$ cat src/rtl/sevenseg_display_driver.sv
// Six-digit BCD to active-low seven-segment driver with tear filtering and per-digit blink.
// Define HEX_ALPHA_EN to decode 10..15 as A,b,C,d,E,F; otherwise they show a dash.
module sevenseg_display_driver #(
    parameter int STABLE_CYCLES = 4,
    parameter int BLINK_DIV     = 25000000
) (
    input  logic       clk_clk,
    input  logic       reset_reset,
    input  logic [3:0] svsd0_digit,
    input  logic [3:0] svsd1_digit,
    input  logic [3:0] svsd2_digit,
    input  logic [3:0] svsd3_digit,
    input  logic [3:0] svsd4_digit,
    input  logic [3:0] svsd5_digit,
    input  logic       blink_en,
    input  logic [5:0] blink_mask,
    output logic [6:0] hex0,
    output logic [6:0] hex1,
    output logic [6:0] hex2,
    output logic [6:0] hex3,
    output logic [6:0] hex4,
    output logic [6:0] hex5,
    output logic       disp_update
);

    localparam int CNT_W = (STABLE_CYCLES > 1) ? $clog2(STABLE_CYCLES) : 1;
    localparam int PRE_W = $clog2(BLINK_DIV);
    localparam logic [CNT_W-1:0] CNT_LAST = CNT_W'(STABLE_CYCLES - 1);
    localparam logic [PRE_W-1:0] PRE_LAST = PRE_W'(BLINK_DIV - 1);

    typedef enum logic {
        SETTLE = 1'b0,
        STABLE = 1'b1
    } state_t;

    state_t           state;
    logic [23:0]      raw;
    logic [23:0]      cand;
    logic [23:0]      shown;
    logic             valid;
    logic [CNT_W-1:0] cnt;
    logic [PRE_W-1:0] prescaler;
    logic             phase;
    logic [6:0]       hex_q [6];

    assign raw = {svsd5_digit, svsd4_digit, svsd3_digit,
                  svsd2_digit, svsd1_digit, svsd0_digit};

    function automatic logic [6:0] seg_decode(input logic [3:0] d);
        // NOTE: the default arm gives every code a value, so no latch or X can escape.
        case (d)
            4'h0:    return 7'h40;
            4'h1:    return 7'h79;
            4'h2:    return 7'h24;
            4'h3:    return 7'h30;
            4'h4:    return 7'h19;
            4'h5:    return 7'h12;
            4'h6:    return 7'h02;
            4'h7:    return 7'h78;
            4'h8:    return 7'h00;
            4'h9:    return 7'h10;
`ifdef HEX_ALPHA_EN
            4'hA:    return 7'h08;
            4'hB:    return 7'h03;
            4'hC:    return 7'h46;
            4'hD:    return 7'h21;
            4'hE:    return 7'h06;
            4'hF:    return 7'h0E;
`endif
            default: return 7'h3F;
        endcase
    endfunction

    // Digit filter: a set is committed only after it has held still long enough.
    always_ff @(posedge clk_clk) begin
        // NOTE: non-blocking assignments keep every register sampling pre-edge values.
        if (reset_reset) begin
            state       <= SETTLE;
            cand        <= '0;
            shown       <= '0;
            valid       <= 1'b0;
            cnt         <= '0;
            disp_update <= 1'b0;
        end else begin
            disp_update <= 1'b0;
            case (state)
                STABLE: begin
                    if (raw != cand) begin
                        cand  <= raw;
                        cnt   <= '0;
                        state <= SETTLE;
                    end
                end
                SETTLE: begin
                    if (raw != cand) begin
                        cand <= raw;
                        cnt  <= '0;
                    end else if (cnt == CNT_LAST) begin
                        state <= STABLE;
                        cnt   <= '0;
                        // A glitch that settles back onto the displayed value is not news.
                        if (!(valid && (cand == shown))) begin
                            shown       <= cand;
                            valid       <= 1'b1;
                            disp_update <= 1'b1;
                        end
                    end else begin
                        cnt <= cnt + 1'b1;
                    end
                end
                default: state <= SETTLE;
            endcase
        end
    end

    // Blink phase restarts visible with a full period every time blink_en rises.
    always_ff @(posedge clk_clk) begin
        if (reset_reset || !blink_en) begin
            prescaler <= '0;
            phase     <= 1'b0;
        end else if (prescaler == PRE_LAST) begin
            prescaler <= '0;
            phase     <= ~phase;
        end else begin
            prescaler <= prescaler + 1'b1;
        end
    end

    always_ff @(posedge clk_clk) begin
        for (int i = 0; i < 6; i++) begin
            if (reset_reset || !valid || (blink_en && blink_mask[i] && phase))
                hex_q[i] <= 7'h7F;
            else
                hex_q[i] <= seg_decode(shown[4*i +: 4]);
        end
    end

    assign hex0 = hex_q[0];
    assign hex1 = hex_q[1];
    assign hex2 = hex_q[2];
    assign hex3 = hex_q[3];
    assign hex4 = hex_q[4];
    assign hex5 = hex_q[5];

endmodule

$ cat config.mk
export PLATFORM = sky130hd
export DESIGN_NAME = sevenseg_display_driver
export DESIGN_NICKNAME = d
export VERILOG_FILES = /design/src/rtl/sevenseg_display_driver.sv
export SDC_FILE = /design/constraint.sdc
export NUM_CORES = 1
export LEC_CHECK = 0
export ABC_AREA = 1
export CORE_MARGIN = 4
export CORE_UTILIZATION = 50
export CTS_CLUSTER_SIZE = 28
export DETAILED_ROUTE_END_ITERATION = 16
export DONT_BUFFER_PORTS = 1
export SYNTH_ARGS = -nofsm -noshare
export SYNTH_HDL_FRONTEND = slang
export SYNTH_SLANG_ARGS = --single-unit
$ cat constraint.sdc
create_clock -name clk_clk -period 2.41 [get_ports clk_clk]
set_input_delay 0.1205 -clock clk_clk [delete_from_list [all_inputs] [get_ports clk_clk]]
set_output_delay 0.1205 -clock clk_clk [all_outputs]
set_load 0.05 [all_outputs]
======== Word-level counts from Yosys, hierarchy flattened ========
Memories as Yosys holds them, arrays and structs flattened. A register that Yosys moved wholly into a read port is not among the register bits.
Index checks and enable logic that the tools add are counted.
word-level totals
  ROM bits ................................ 672
  bits in writable memories ............... 42
  register bits after elaboration ......... 79
  memories ................................ 7
  output and inout bits ................... 43
operators by class
  equal/unequal tests ..................... 5
  bitwise gates (word level) .............. 11
  add/subtract/negate cells ............... 2
  mux-type cells .......................... 52
  reductions and logical operators ........ 26
memories
  name             depth  bits a word  rd ports  clocked after Yosys merged registers in  wr ports  RTL line  RTL
  (no name shown)  16     7            1         1                                        0         51        case (d)
  (no name shown)  16     7            1         1                                        0         51
  (no name shown)  16     7            1         1                                        0         51
  (no name shown)  16     7            1         1                                        0         51
  (no name shown)  16     7            1         1                                        0         51
  (no name shown)  16     7            1         1                                        0         51
  +1 memories      -      -            -         -                                        -         -
operators with widths
  cell                                                   number
  two-way mux 7 bit                                      12
  two-way mux 4 bit                                      12
  adder 25 x 1 -> 25 bit, second input constant          1
  == test 25 bit, second input constant                  1
  == test 24 bit                                         1
  two-way mux 24 bit                                     1
  inequality test 24 bit                                 1
  two-way mux 1 bit                                      22
  logical AND 1 bit                                      13
  logical OR 1 bit                                       8
  two-way mux 2 bit                                      3
  OR 1 bit                                               6
  inverter 1 bit                                         5
  case mux 2 bit (2 select lines)                        1
  AND reduction 4 bit                                    1
  OR reduction 4 bit                                     1
  adder 2 x 1 -> 2 bit, second input constant            1
  == test 2 bit, second input constant                   1
  zero test 1 bit                                        2
  inequality test 2 x 1 -> 1 bit, second input constant  1
  case mux 1 bit (2 select lines)                        1
  OR reduction 2 bit                                     1

======== Longest topological paths before layout ========
  depth in word-level cells ............... 6
  depth in mapped cells ................... 19
  gate-level depth less buffers ........... 18

======== Worst setup path after synthesis ========
No wires, ideal clock.
  path kind ............................... register to register
  start point ............................. reg cand[3]
  end point ............................... reg with a tool-made name
  library setup time ...................... 0.114 ns
  path buffers ............................ 1
  stages on the path, launching flop included .. 19
  path slack .............................. 0.216 ns
  arrival ................................. 2.080 ns
  required time ........................... 2.296 ns
  path through ............................ dfxtp_1 inv_2 nand2_1 nand2_1 nor2_1 nand2_1 nor2_2 nand3_1 nor2_4 nand2_4 buf_12 nand2_2 nand3_2 inv_1 ha_1 inv_1 nand4_1 nand3_1 nand2_1
RTL lines
  what                      RTL line  RTL
  start: declaration        38        logic [23:0] cand;
  start signal: assignment  89        cand <= raw;
  start signal: assignment  96        cand <= raw;

==> results.md <==
* Global-route wire length before repair at roughly 28,000 µm
* Largest fanout on the critical path at 6
* Period minus WS final at 2400 ps
* Worst-Skew Late Latency at around 420 ps
* Average wire per standard cell at between 10 and 15 µm
* Die Ht at 131 µm
* CTS tree: done
* Overflow after GRT at 0
* Slew Limit Fails at 0
* Clock network fraction of design power at 0.481
* Sequential-to-total area share from yosys stat at 0.435
* PwrDens at 607 mW/mm²
* Largest net degree at the start of global routing at 27
* Worst hold endpoint: hex_q[0][4]
* Via count at around 6.2k
* Bufs on Longest Clock Path at 2
* Post-synth EDFFs at 0
* Tcrit/Tclk final at 0.996
* Antenna violations before repair at 0
* DRT iter0 DRCs at around 310
* CTS root buffer: clkbuf_16
* Fill count at around 1.3k
* Hold Crit Start: blink_mask[0]
* P_sw at ~0.0013 W
* CP Class: flip-flop to flip-flop
* Core Area at between 0.01 and 0.015 mm²
* Switch share at 0.219
* Hold_ws at between 15 and 20 ps
* Area of the multi-input gates at 0.00384 mm²
* Post-Route WL at ~17,000 µm
* Port bufs at 0
* Die area at 0.0170 mm²
* Number of synthesized register bits at 163
* Max Clk Rate at about 0.42 GHz
* Critical Path Sink Type: flip-flop
* Clock-pin transition on the worst setup and hold timing paths at approximately 60 ps
* WHS Path Cells at 3
* Reg2Reg Depth at 18
* First-pass iteration count of the detailed router at 5
* Max-slew headroom at 0.189
* FF/Latch Area at around 0.0033 mm²
* Main synth FF type: dfxtp_1
* Vias in the first global route at about 5.8k
* TritonCTS buffer count at 17
* Int Pwr at about 0.0045 W
* Crit start category: flip-flop
* Synth Warn # at 0
* Sequential share of power at 0.473
* Num rows at 44
* Max IR drop VDD at 458 µV
* Nets at approximately 1.2k
* RSZ-0062 raised after global routing: yes
* Final hold violation count at 0
* Mapped Area at 0.00751 mm²
* CP arrival at roughly 2700 ps
* Async set-reset flop share out of synthesis at 0
* Leakage at 4.76 nW
* Dpl hpwl at roughly 12,000 µm
* Avg Vias per Cell at 4.76
* Max_cap viols at 0
* Number of diodes at 0
* Syn_nets at roughly 1.1k
* Min-delay worst type: primary input to flip-flop
* Setup_tns at 0 ps
* FF-to-FF Start: cand[22]
* Status: finished clean
* Max Clock Skew at ~7.7 ps
* Die W at roughly 130 µm
* Distinct cells, synth at 38
* Clock sink count at ~160
* Initial core utilization at 0.513
* Drt drc at 0
* Gpl congestion at roughly 0.85
* WP data required at approximately 2700 ps
* Final setup vio count at 0
* GRT Total Usage at 0.206
* Area Growth Syn to Fin at 27.1%
* Syn Inst Count at about 1.0k
* IO Count at 76
* Combinational Power Share at 0.046
* H-tree depth at 4
* Fin util at 0.652
* Layout cells sized above 1 at 0.276
* Avg Inst Size Synth at 7.49 µm²
* Tightest Pin Transition at between 1000 and 1500 ps
* Final ANT Viol Nets at 0
* Setup slack, reg-to-reg at a little under 10 ps
==> cells by family after synthesis <==
family / count (synthesis) / share of synthesized area
AO/OA/AOI/OAI: 29 / 0.0217
XOR/XNOR: 13 / 0.0152
adder cells (fa/ha/maj): 32 / 0.0533
buffers and inverters: 182 / 0.0986
flip-flops: 163 / 0.435
multiplexers: 1 / 0.00133
AND/OR/NAND/NOR: 583 / 0.375
==> layout by cell type (no fill, tap or decap), types with 22 or more instances in the layout <==
cell type        n
ha_1            22
dlygate4sd3_1   29
nand3_1         55
nor2_1          89
inv_1          128
nand4_1         31
or2_2           44
buf_4           52
nand2_1        253
nand2_2         28
dfxtp_1        143
inv_2           33
==> how the worst max path moves through the flow <==
stage | startpoint | endpoint
detailed placement | cand[22] | flip-flop
floorplan | cand[3] | flip-flop
finish | cand[22] | flip-flop
global route | cand[10] | flip-flop
global placement | cand[22] | flip-flop
CTS | cand[19] | flip-flop
==> power by group through the flow <==
stage / clock, W / sequential, W / combinational [W]
floorplan: 0 / 0.00279 / 0.000147
global placement: 0 / 0.00280 / 0.000190
detailed placement: 0 / 0.00280 / 0.000190
CTS: 0.00285 / 0.00274 / 0.000242
global route: 0.00298 / 0.00274 / 0.000297
finish: 0.00279 / 0.00274 / 0.000265
==> metrics by stage <==
| stage | cells | setup slack, ps | total power, W | area (µm²) |
|---|---|---|---|---|
| 6_report | 1306 | 9.66 | 0.00579 | 9550 |
| 5_1_grt | 1306 | -125 | 0.00601 | 9550 |
| 4_1_cts | 1283 | 7.64 | 0.00582 | 8950 |
| 3_5_place_dp | 1222 | -60.4 | 0.00299 | 8020 |
| 3_3_place_gp | 1222 | -8.33 | 0.00299 | 8020 |
| 2_1_floorplan | 1003 | 216 | 0.00294 | 7510 |
==> layer usage <==
metal  wire [µm]  GRT usage
met3         635     0.0520
met1        8430      0.273
met4         362     0.0593
met2        8040      0.333
met5           0          0
==> synth_stat cells, types with 2 or more instances <==
| cell | number | area share |
|---|---|---|
| nand4_1 | 31 | 0.026 |
| a21oi_1 | 16 | 0.011 |
| o21a_1 | 3 | 0.0030 |
| nand3_2 | 15 | 0.020 |
| o21ai_0 | 7 | 0.0047 |
| nand3_1 | 65 | 0.043 |
| xnor2_1 | 3 | 0.0035 |
| or2_2 | 45 | 0.037 |
| dfxtp_1 | 163 | 0.43 |
| inv_1 | 147 | 0.073 |
| xor2_1 | 10 | 0.012 |
| nand2_1 | 272 | 0.14 |
| ha_1 | 32 | 0.053 |
| nor2_1 | 100 | 0.050 |
| buf_1 | 3 | 0.0015 |
| inv_2 | 16 | 0.0080 |
| buf_6 | 4 | 0.0060 |
| nand2_4 | 9 | 0.013 |
| clkinv_2 | 3 | 0.0020 |
| nor4_1 | 2 | 0.0017 |
| nand3_4 | 7 | 0.016 |
| clkbuf_1 | 5 | 0.0025 |
| nor2_2 | 4 | 0.0033 |
| nor3_1 | 15 | 0.010 |
| nand2_2 | 13 | 0.011 |
==> final cells by class <==
type | instances | area share
Inverter | 167 | 0.0668
Tap cell | 184 | 0.0241
Sequential cell | 163 | 0.344
Timing Repair Buffer | 102 | 0.0979
Clock buffer | 21 | 0.0482
Multi-Input combinational cell | 658 | 0.403
Clock inverter | 11 | 0.0159
==> critical path: stages, from the launching register on <==
cell and delay, ps:
dfxtp_2 350, inv_2 40, nand2_1 60, nand2_1 70
a21oi_2 160, nand2_1 90, nor2_2 160, nand3_2 110
nor2_4 180, nand2_8 90, buf_4 150, nand2_1 70
nand3_2 140, buf_6 180, ha_1 160, inv_1 50
nand4_1 90, nand3_1 100, nand2_1 50
==> what timing repair did <==
action | 4_1_cts | 5_1_grt
pin swaps | 2 | 58
buffers inserted | 0 | 23
endpoints found under the setup margin | 9 | 40
hold endpoints to repair | 37 | 0
resized for setup | 6 | 129
hold buffers | 29 | 0
Note: power is estimated with default switching activity, not from simulation.
